<file path="src/rtl/uart_pkg.sv">
// Shared UART definitions: FSM state encoding, frame geometry and the
// enable/disable levels used by the transmitter and receiver.
package uart_pkg;

  // Transmitter frame sequencer states (2-bit encoding).
  typedef enum logic [1:0] {
    UART_STATE_IDLE  = 2'd0,
    UART_STATE_START = 2'd1,
    UART_STATE_DATA  = 2'd2,
    UART_STATE_STOP  = 2'd3
  } uart_state_e;

  // Default bit period: 10 MHz system clock at 38400 baud.
  localparam int UART_DIV_RATE  = 260;
  localparam int UART_DATA_BITS = 8;
  localparam int UART_BIT_CNT_W = 3;

  localparam logic ENABLE  = 1'b1;
  localparam logic DISABLE = 1'b0;

endpackage

</file>
<file path="src/rtl/uart_tx.sv">
// UART transmitter: serialises one byte per accepted tx_start as
// start bit, 8 data bits LSB first, then 1 or 2 stop bits, each line level
// held DIV_RATE clocks. All outputs are registered.
module uart_tx
  import uart_pkg::*;
#(
  parameter int DIV_RATE  = UART_DIV_RATE,
  parameter int STOP_BITS = 1
) (
  input  logic       clk,
  input  logic       reset_,
  input  logic       tx_start,
  input  logic [7:0] tx_data,
  output logic       tx_busy,
  output logic       tx_end,
  output logic       tx
);

  localparam int DIV_W = (DIV_RATE > 1) ? $clog2(DIV_RATE) : 1;
  localparam logic [DIV_W-1:0] DIV_LAST = DIV_W'(DIV_RATE - 1);
  localparam logic [UART_BIT_CNT_W-1:0] BIT_LAST = UART_BIT_CNT_W'(UART_DATA_BITS - 1);

  uart_state_e                state_q;
  logic                       tx_q;
  logic                       tx_busy_q;
  logic                       tx_end_q;
  logic [7:0]                 shift_q;
  logic [DIV_W-1:0]           div_cnt_q;
  logic [DIV_W-1:0]           div_cnt_d;
  logic [UART_BIT_CNT_W-1:0]  bit_cnt_q;
  logic                       stop_cnt_q;
  logic                       div_wrap;
  logic                       stop_last;

  // Bit-period timer: wraps to 0 on the last clock of each line level; with
  // two stop bits a one-bit counter tells the first stop period from the last.
  always_comb begin
    div_wrap  = (div_cnt_q == DIV_LAST);
    div_cnt_d = div_wrap ? '0 : div_cnt_q + 1'b1;
    stop_last = (STOP_BITS == 2) ? stop_cnt_q : 1'b1;
  end

  // Frame sequencer with registered line, busy and end-of-frame outputs.
  always_ff @(posedge clk) begin
    if (!reset_) begin
      state_q    <= UART_STATE_IDLE;
      tx_q       <= 1'b1;
      tx_busy_q  <= DISABLE;
      tx_end_q   <= DISABLE;
      shift_q    <= '0;
      div_cnt_q  <= '0;
      bit_cnt_q  <= '0;
      stop_cnt_q <= 1'b0;
    end else begin
      // End-of-frame is a single-cycle pulse.
      tx_end_q <= DISABLE;
      case (state_q)
        UART_STATE_IDLE: begin
          tx_q      <= 1'b1;
          div_cnt_q <= '0;
          if (tx_start) begin
            shift_q   <= tx_data;
            state_q   <= UART_STATE_START;
            tx_q      <= 1'b0;
            tx_busy_q <= ENABLE;
          end
        end
        UART_STATE_START: begin
          div_cnt_q <= div_cnt_d;
          if (div_wrap) begin
            state_q   <= UART_STATE_DATA;
            tx_q      <= shift_q[0];
            bit_cnt_q <= '0;
          end
        end
        UART_STATE_DATA: begin
          div_cnt_q <= div_cnt_d;
          if (div_wrap) begin
            if (bit_cnt_q == BIT_LAST) begin
              state_q    <= UART_STATE_STOP;
              tx_q       <= 1'b1;
              stop_cnt_q <= 1'b0;
            end else begin
              // Next bit is shift_q[1] before the shift lands.
              shift_q   <= {1'b0, shift_q[7:1]};
              tx_q      <= shift_q[1];
              bit_cnt_q <= bit_cnt_q + 1'b1;
            end
          end
        end
        UART_STATE_STOP: begin
          div_cnt_q <= div_cnt_d;
          tx_q      <= 1'b1;
          if (div_wrap) begin
            if (stop_last) begin
              state_q   <= UART_STATE_IDLE;
              tx_busy_q <= DISABLE;
              tx_end_q  <= ENABLE;
            end else begin
              stop_cnt_q <= 1'b1;
            end
          end
        end
        default: begin
          state_q <= UART_STATE_IDLE;
          tx_q    <= 1'b1;
        end
      endcase
    end
  end

  assign tx      = tx_q;
  assign tx_busy = tx_busy_q;
  assign tx_end  = tx_end_q;

endmodule

</file>
<file path="config.mk">
export PLATFORM = sky130hd
export DESIGN_NAME = uart_tx
export DESIGN_NICKNAME = d
export VERILOG_FILES = /design/src/rtl/uart_pkg.sv /design/src/rtl/uart_tx.sv
export SDC_FILE = /design/constraint.sdc
export NUM_CORES = 1
export LEC_CHECK = 0
export BUFFER_PORTS_ARGS = -buffer_cell sky130_fd_sc_hd__buf_2
export CAP_MARGIN = 30
export CORE_UTILIZATION = 55
export CTS_CLUSTER_DIAMETER = 100
export CTS_CLUSTER_SIZE = 28
export DETAILED_ROUTE_END_ITERATION = 10
export HOLD_SLACK_MARGIN = 0.03
export PLACE_DENSITY = 0.84
export SKIP_CTS_REPAIR_TIMING = 1
export SYNTH_ARGS = -nofsm -noshare
export SYNTH_HDL_FRONTEND = slang
export SYNTH_SLANG_ARGS = --single-unit
</file>
<file path="constraint.sdc">
create_clock -name clk -period 3.85 [get_ports clk]
set_clock_uncertainty 0.2 [all_clocks]
set_input_delay 0.77 -clock clk [delete_from_list [all_inputs] [get_ports clk]]
set_output_delay 0.77 -clock clk [all_outputs]
set_load 0.005 [all_outputs]
</file>
==> metrics.txt, run 1 <==
H-tree depth=1; status=completed; num rows=17; Max IR drop VDD=0.000317 V; WP data arrival=2.47 ns; #FFs+latches synth=25; reg2reg start=state_q[0]; Net Sw Power=249 uW; critical hold path startpoint=div_cnt_q[0]; Crit path max-delay family=compound AO/OA/AOI/OAI gates; vias in the first global route=966; drt pass-1 iters=5; Final nets=165; post-route core utilization=62.7%; total CTS buffers=3; I/O pins=14; area delta synth->final=6.97%; Slew Limit Fails=0; reg2reg setup slack=1.41 ns; Buf/Inv on CP=1; sequential area share after synthesis=38.2%; RSZ-0062 raised after global routing=no; multi-input logic area=758 um2; setup_tns=0 ns; crit-path cells=inv_1 > ha_1 > and2b_1 > a31oi_2 > nor2_4 > o221a_2; Routability Congestion=0.810; Comb power frac=35.8%; Worst EP required=3.88 ns; initial antenna violation count=0; routed length per instance=13.2 um; Warnings, synthesis=0; synthesized area=1310 um2; # diodes=0; GRT Overall Usage=20.2%; max incr delay on CP=0.49 ns; Worst Hold Path EP=div_cnt_q[0]; first-pass GRT wire length=3930 um; Avg Synthesized Cell Area=9.85 um2; met1 Usage GRT=23.7%; clock transition at the registers of the reported paths=0.14 ns; GRT busiest layer=met2; P_int=465 uW; Clk Latency, worst-skew pair=0.32 ns; Synthesized Nets=152; FF-to-FF End=shift_q[0]; DRC viols=0; via count=996; Switching Fraction=34.9%; Initial Util=58.7%; top cells by area, synth=dfxtp_1 (38%), ha_1 (7.6%), mux2i_1 (6.9%), o221a_2 (6.0%), nand2_1 (4.0%); Max Cap Violations=0; Global Route met2 Usage=35.8%; Pleak=0.000575 uW; Crit Path Category=flip-flop to flip-flop; most frequent cells in the layout=dfxtp_1 (25), nor2_1 (14), nand2_1 (14); fin cells=173; Final min period=2.44 ns; final non-filler cell area=1400 um2; Tot Pwr=715 uW; DRT Wirelength=2290 um; core area=2230 um2; CP Launch Type=flip-flop; layout cells sized above 1=22.1%; FF-to-FF path depth=6; clock power share=16.2%; most common cell after layout, fill and taps aside=dfxtp_1; Setup Viol. Count Final=0; First DRT Iteration DRCs=11; die area=2580 um2; DIE WIDTH=50.8 um; P per Cell Area=510 nW/um2; Via density=5.76; Root Driver=clkbuf_4; Yosys cell types=37; met3 GRT Util=2.73%; register share of total power=48.0%; Max stage delay cell, worst path=a31oi_2; dpl cells=169; worst-margin pin slew=0.630 ns; Post-Synthesis Cells=133; worst-path fanout max=15; Die Y=50.8 um; Rel. slew slack=58.0%; Tcrit/Tclk final=63.3%; DP Area=1370 um2; PortBufs=13; class of the worst hold path=flip-flop to flip-flop; final hold vios=0; total grt overflow=0; Storage cell area=500 um2; area fraction of the dominant cell type after synthesis=38.2%; Final ANT Viol Nets=0; area leader, netlist=dfxtp_1; Fillers=200; CTS tree=built; crit path capture type=flip-flop; HPWL Detailed=1680 um; # clock sinks=25; hold path cells=1; Clock Path Buffers=2; fmax=410 MHz; largest net degree at the start of global routing=16
## cells in the mapped netlist
master,number
a2111o_1,1
a211oi_2,1
a21boi_0,1
a21oi_1,3
a311oi_1,1
a31oi_2,1
a32oi_1,2
and2_1,3
and2b_1,1
and3_2,2
and4_2,1
buf_2,2
buf_6,2
clkbuf_1,1
dfxtp_1,25
ha_1,8
inv_1,4
mux2i_1,9
nand2_1,14
nand2b_1,1
nand3_1,4
nand3b_1,1
nand4_1,2
nor2_1,14
nor2_4,1
nor2b_1,3
nor4b_4,2
o211a_1,1
o211ai_1,1
o21a_1,1
o21ai_0,2
o221a_2,7
o221ai_1,1
o22ai_1,1
or3_1,2
xnor2_1,1
xor2_1,6
## sequential cells by signal, summed over array words and instances (netlist names)
name       count
div_cnt_q      9
shift_q        8
bit_cnt_q      3
state_q        2
tx             1
tx_busy        1
tx_end         1
## stage by stage
step           worst slack [ns]  hold WS, ns
3_5_place_dp               1.47        0.272
4_1_cts                    1.43        0.302
3_3_place_gp               1.53        0.265
5_1_grt                    1.28        0.333
6_report                   1.41        0.293
2_1_floorplan              1.90        0.242
## cells by family after synthesis
family          share of synthesized area (%)
simple gates                             22.4
xor+xnor                                 4.68
buf+inv                                  3.92
compound gates                           16.3
flops                                    38.2
mux                                      6.88
fa+ha+maj                                7.64
## power by group through the flow
| stage | sequential [uW] | clock (uW) | combinational (uW) |
|---|---|---|---|
| 2_1_floorplan | 340 | 0 | 214 |
| 3_3_place_gp | 346 | 0 | 249 |
| 3_5_place_dp | 348 | 0 | 255 |
| 4_1_cts | 342 | 121 | 256 |
| 5_1_grt | 349 | 131 | 285 |
| 6_report | 343 | 116 | 256 |
## cell type report
type | instances | share of cell area [%]
multi-input cells | 99 | 54.1
flip-flops and latches | 25 | 35.7
repair buffers | 13 | 4.64
well taps | 28 | 2.50
clock buffers | 3 | 1.61
inverters | 4 | 1.07
clock inverters | 1 | 0.357
## metal layers
layer | vias up | part of all wire, %
met4 | 0 | 1.9
met3 | 5 | 1.7
met1 | 475 | 46
met2 | 11 | 50
li1 | 505 | -
met5 | - | 0
## how the worst max path moves through the flow
stage	start	endpoint	slack, ns	cells past startpoint
finish	state_q[0]	shift_q[0]	1.41	6
global route	state_q[0]	shift_q[0]	1.28	6
CTS	state_q[0]	shift_q[5]	1.43	6
detailed placement	state_q[0]	shift_q[2]	1.47	6
global placement	state_q[0]	shift_q[4]	1.53	6
floorplan	state_q[0]	shift_q[0]	1.90	6
No activity file was read; power rests on OpenSTA's default activity.
==> inputs of run 2 (changes only) <==
==> constraint.sdc (replaced) <==
create_clock -name clk -period 2.4 [get_ports clk]
set_clock_uncertainty 0.2 [all_clocks]
set_input_delay 0.48 -clock clk [delete_from_list [all_inputs] [get_ports clk]]
set_output_delay 0.48 -clock clk [all_outputs]
set_load 0.005 [all_outputs]
==> metrics.txt, run 2 (same netlist as run 1, synthesis figures left out) <==
Tcrit/Tclk final=87.1% (+24 points); Setup Viol. Count Final=0 (unchanged); most common cell after layout, fill and taps aside=dfxtp_1; Worst EP required=2.41 ns (-1.47 ns); Reg with most FFs=div_cnt_q; class of the worst hold path=input port to flip-flop; DIE WIDTH=50.8 um (unchanged); RSZ-0062 raised after global routing=no; Die Y=50.8 um (unchanged); Root Driver=clkbuf_4; DRC viols=0 (unchanged); Max stage delay cell, worst path=dfxtp_1; final hold vios=0 (unchanged); Final nets=167 (+1.2%); First DRT Iteration DRCs=21 (+10); max incr delay on CP=0.42 ns (-0.07 ns); Buf/Inv on CP=0 (-1); Crit Path Category=flip-flop to flip-flop; P per Cell Area=825 nW/um2 (+62%); num rows=17 (unchanged); CP Launch Point=div_cnt_q[0]; Slew Limit Fails=0 (unchanged); clock transition at the registers of the reported paths=0.13 ns (about the same); CTS tree=built; DRT Wirelength=2440 um (+6.4%); status=completed; Via density=5.79 (+0.54%); core area=2230 um2 (unchanged); crit path to=div_cnt_q[5]; Largest register FFs=9 (unchanged); drt pass-1 iters=4 (-1); total CTS buffers=3 (unchanged); worst-margin pin slew=0.375 ns (-0.256 ns); Max Cap Violations=0 (unchanged); vias in the first global route=1025 (+6.1%); layout cells sized above 1=22.4% (+0.38 points); reg2reg setup slack=0.31 ns (-1.10 ns); WP data arrival=2.10 ns (-0.37 ns); FF-to-FF path depth=5 (-1); final non-filler cell area=1420 um2 (+0.98%); Initial Util=58.7% (unchanged); worst-path fanout max=9 (-6); crit-path cells=ha_1 > nor4b_4 > and2_1 > or3_1 > nor2_1; reg2reg start=div_cnt_q[0]; fmax=478 MHz (+17%); DP Area=1390 um2 (+1.1%); area delta synth->final=8.02%; FF-to-FF End=div_cnt_q[5]; Crit path max-delay family=simple AND/OR/NAND/NOR gates; Rel. slew slack=75.0% (+17 points); I/O pins=14 (unchanged); total grt overflow=0 (unchanged); CP Launch Type=flip-flop; die area=2580 um2 (unchanged); crit path capture type=flip-flop; HPWL Detailed=1780 um (+5.9%); Clk Latency, worst-skew pair=0.31 ns (about the same); Setup WS pre-CTS=0.333 ns (-1.13 ns); Max IR drop VDD=0.000545 V (+72%); Final ANT Viol Nets=0 (unchanged); Tot Pwr=1170 uW (+63%); Clock Path Buffers=2 (unchanged); routed length per instance=13.9 um (+5.2%); most frequent cells in the layout=dfxtp_1 (25), nor2_1 (14), nand2_1 (14); Routability Congestion=0.869 (+7.2%); first-pass GRT wire length=4480 um (+14%); H-tree depth=1 (unchanged); PortBufs=13 (unchanged); # clock sinks=25 (unchanged); Largest regs=div_cnt_q x9, shift_q x8, bit_cnt_q x3; setup_tns=0 ns (unchanged); Setup WS post-layout=0.309 ns (-1.10 ns); cell depth of the worst setup path=5 (-1); largest net degree at the start of global routing=16 (unchanged); Final min period=2.09 ns (-0.346 ns); GRT Overall Usage=22.9% (+2.7 points); # diodes=0 (unchanged); via count=1013 (+1.7%); initial antenna violation count=0 (unchanged); Pleak=0.000583 uW (+1.3%)
-- run 2: layout make-up --
| type | instances | area, um2 |
|---|---|---|
| clock buffers | 4 | 26.3 |
| fillers | 193 | 818 |
| repair buffers | 15 | 80.1 |
| multi-input cells | 99 | 758 |
| inverters | 4 | 15.0 |
| well taps | 28 | 35.0 |
| flip-flops and latches | 25 | 500 |
-- run 2: worst min path at each step --
stage	start	end	slack, ns	depth (start not counted)
6_report	reset_	tx	0.28	2
5_1_grt	reset_	tx	0.27	2
4_1_cts	reset_	tx	0.28	2
3_3_place_gp	div_cnt_q[0]	div_cnt_q[0]	0.25	1
3_5_place_dp	div_cnt_q[0]	div_cnt_q[0]	0.27	1
2_1_floorplan	div_cnt_q[0]	div_cnt_q[0]	0.24	1
-- run 2: per-layer routing --
metal / up-vias / wire length, um / global-route usage, %
met3: 4 / 77 / 4.55
met5: - / 0 / 0
met2: 19 / 1260 / 40.2
met1: 485 / 1080 / 27.7
met4: 0 / 23 / 7.41
li1: 505 / - / -
-- run 2: through the flow --
| step | std cells | util (%) | hold WS, ns |
|---|---|---|---|
| 3_5_place_dp | 171 | 62.2 | 0.268 |
| 4_1_cts | 175 | 63.4 | 0.277 |
| 3_3_place_gp | 171 | 62.2 | 0.251 |
| 2_1_floorplan | 133 | - | 0.242 |
| 6_report | 175 | 63.4 | 0.284 |
| 5_1_grt | 175 | 63.4 | 0.267 |
-- run 2: where the power goes --
part           internal, uW  switching, uW  leakage, uW  total (uW)
combinational           205            234     0.000363         438
clock                  64.9            116    0.0000150         181
sequential              494           53.6     0.000205         548
total                   764            403     0.000583        1170
==> inputs of run 3 (changes only) <==
--- a/config.mk
+++ b/config.mk
@@ -12,7 +12,7 @@
 export CTS_CLUSTER_SIZE = 28
 export DETAILED_ROUTE_END_ITERATION = 10
 export HOLD_SLACK_MARGIN = 0.03
-export PLACE_DENSITY = 0.84
+export PLACE_DENSITY_LB_ADDON = 0.1
 export SKIP_CTS_REPAIR_TIMING = 1
 export SYNTH_ARGS = -nofsm -noshare
 export SYNTH_HDL_FRONTEND = slang
==> constraint.sdc (replaced) <==
create_clock -name clk -period 2.1 [get_ports clk]
set_clock_uncertainty 0.2 [all_clocks]
set_input_delay 0.42 -clock clk [delete_from_list [all_inputs] [get_ports clk]]
set_output_delay 0.42 -clock clk [all_outputs]
set_load 0.005 [all_outputs]
==> metrics.txt, run 3 (same netlist as run 1, synthesis figures left out) <==
final non-filler cell area=1450 um2 (+2.6%); PortBufs=13 (unchanged); P per Cell Area=939 nW/um2 (+14%); RSZ-0062 raised after global routing=no; Die Y=50.8 um (unchanged); multi-input logic area=761 um2 (+0.33%); Clk Latency, worst-skew pair=0.33 ns (+0.02 ns); reg2reg start=state_q[0]; Final min period=2.00 ns (-0.0930 ns); total CTS buffers=3 (unchanged); Routability Congestion=0.917 (+5.5%); DRT Wirelength=2430 um (-0.21%); largest net degree at the start of global routing=16 (unchanged); Rel. slew slack=75.2% (+0.17 points); total grt overflow=0 (unchanged); Fillers=199 (+3.1%); drt pass-1 iters=7 (+3); Setup WS pre-CTS=0.0686 ns (-0.265 ns); # diodes=0 (unchanged); Crit path max-delay family=compound AO/OA/AOI/OAI gates; DRC viols=0 (unchanged); Storage cell area=500 um2 (unchanged); Max IR drop VDD=0.000585 V (+7.4%); Slew Limit Fails=0 (unchanged); core area=2230 um2 (unchanged); crit path capture type=flip-flop; I/O pins=14 (unchanged); Tcrit/Tclk final=95.1% (+8.0 points); Pleak=0.000602 uW (+3.3%); CP Launch Type=flip-flop; dpl cells=175 (+2.3%); setup_tns=0 ns (unchanged); Setup WS post-layout=0.102 ns (-0.207 ns); worst-path fanout max=8 (-1); Largest regs=div_cnt_q x9, shift_q x8, bit_cnt_q x3; crit-path cells=inv_1 > ha_2 > or3_1 > a2111o_1 > o211a_1; vias in the first global route=980 (-4.4%); routed length per instance=13.6 um (-2.4%); critical hold path startpoint=reset_; Clock Path Buffers=2 (unchanged); HPWL Detailed=1760 um (-1.3%); final hold vios=0 (unchanged); status=completed; CTS tree=built; most frequent cells in the layout=dfxtp_1 (25), nor2_1 (14), nand2_1 (14); Max Cap Violations=0 (unchanged); Largest register FFs=9 (unchanged); clock transition at the registers of the reported paths=0.13 ns (about the same); most common cell after layout, fill and taps aside=dfxtp_1; Crit Path Category=flip-flop to flip-flop; post-route core utilization=65.0% (+1.6 points); H-tree depth=1 (unchanged); worst-margin pin slew=0.372 ns (-0.00259 ns); Reg with most FFs=div_cnt_q; Final ANT Viol Nets=0 (unchanged); layout cells sized above 1=25.8% (+3.4 points); First DRT Iteration DRCs=15 (-29%); Root Driver=clkbuf_4; via count=1030 (+1.7%); fmax=501 MHz (+4.7%); GRT Overall Usage=21.3% (-1.6 points); num rows=17 (unchanged); Via density=5.75 (-0.59%); DP Area=1420 um2 (+2.2%); Initial Util=58.7% (unchanged); WP data arrival=2.03 ns (-0.07 ns); die area=2580 um2 (unchanged); max incr delay on CP=0.42 ns (about the same); initial antenna violation count=0 (unchanged); Buf/Inv on CP=1 (+1); CP Launch Point=state_q[0]; class of the worst hold path=input port to flip-flop; first-pass GRT wire length=4110 um (-8.2%); Setup Viol. Count Final=0 (unchanged); Max stage delay cell, worst path=or3_1; area delta synth->final=10.8%; Final nets=171 (+2.4%); fin cells=179 (+2.3%); DIE WIDTH=50.8 um (unchanged); Worst EP required=2.14 ns (-0.27 ns); # clock sinks=25 (unchanged)
==> run 3: final cells by class <==
cell class	instances	area share, %
clock inverters	1	0.517
multi-input cells	99	52.4
flip-flops and latches	25	34.5
clock buffers	3	1.55
inverters	4	1.03
repair buffers	19	7.59
well taps	28	2.41
==> run 3: path summary, 6_finish.rpt <==
check	endpoint	slack (ns)	depth (start not counted)
worst min register to register	div_cnt_q[0]	0.31	1
worst max register to register	state_q[0]	0.10	5
worst min-delay path	tx	0.20	2
worst max-delay path	state_q[0]	0.10	5
==> run 3: power breakdown <==
part / internal, uW / switching (uW)
clock network: 73.0 / 152
registers: 565 / 63.0
logic: 239 / 271
total: 877 / 486
==> run 3: layer usage <==
layer / GRT usage, % / routed length, um / up-vias / part of all wire, %
met3: 2.73 / 86 / 7 / 3.5
li1: - / - / 516 / -
met1: 25.6 / 1100 / 481 / 45
met2: 37.1 / 1190 / 26 / 49
met4: 9.72 / 49 / 0 / 2.0
met5: 0 / 0 / - / 0
==> run 3: metrics by stage <==
stage | hold slack [ns] | power [uW]
finish | 0.200 | 1360
global route | 0.213 | 1450
CTS | 0.204 | 1360
detailed placement | 0.279 | 1140
global placement | 0.267 | 1120
floorplan | 0.242 | 1020
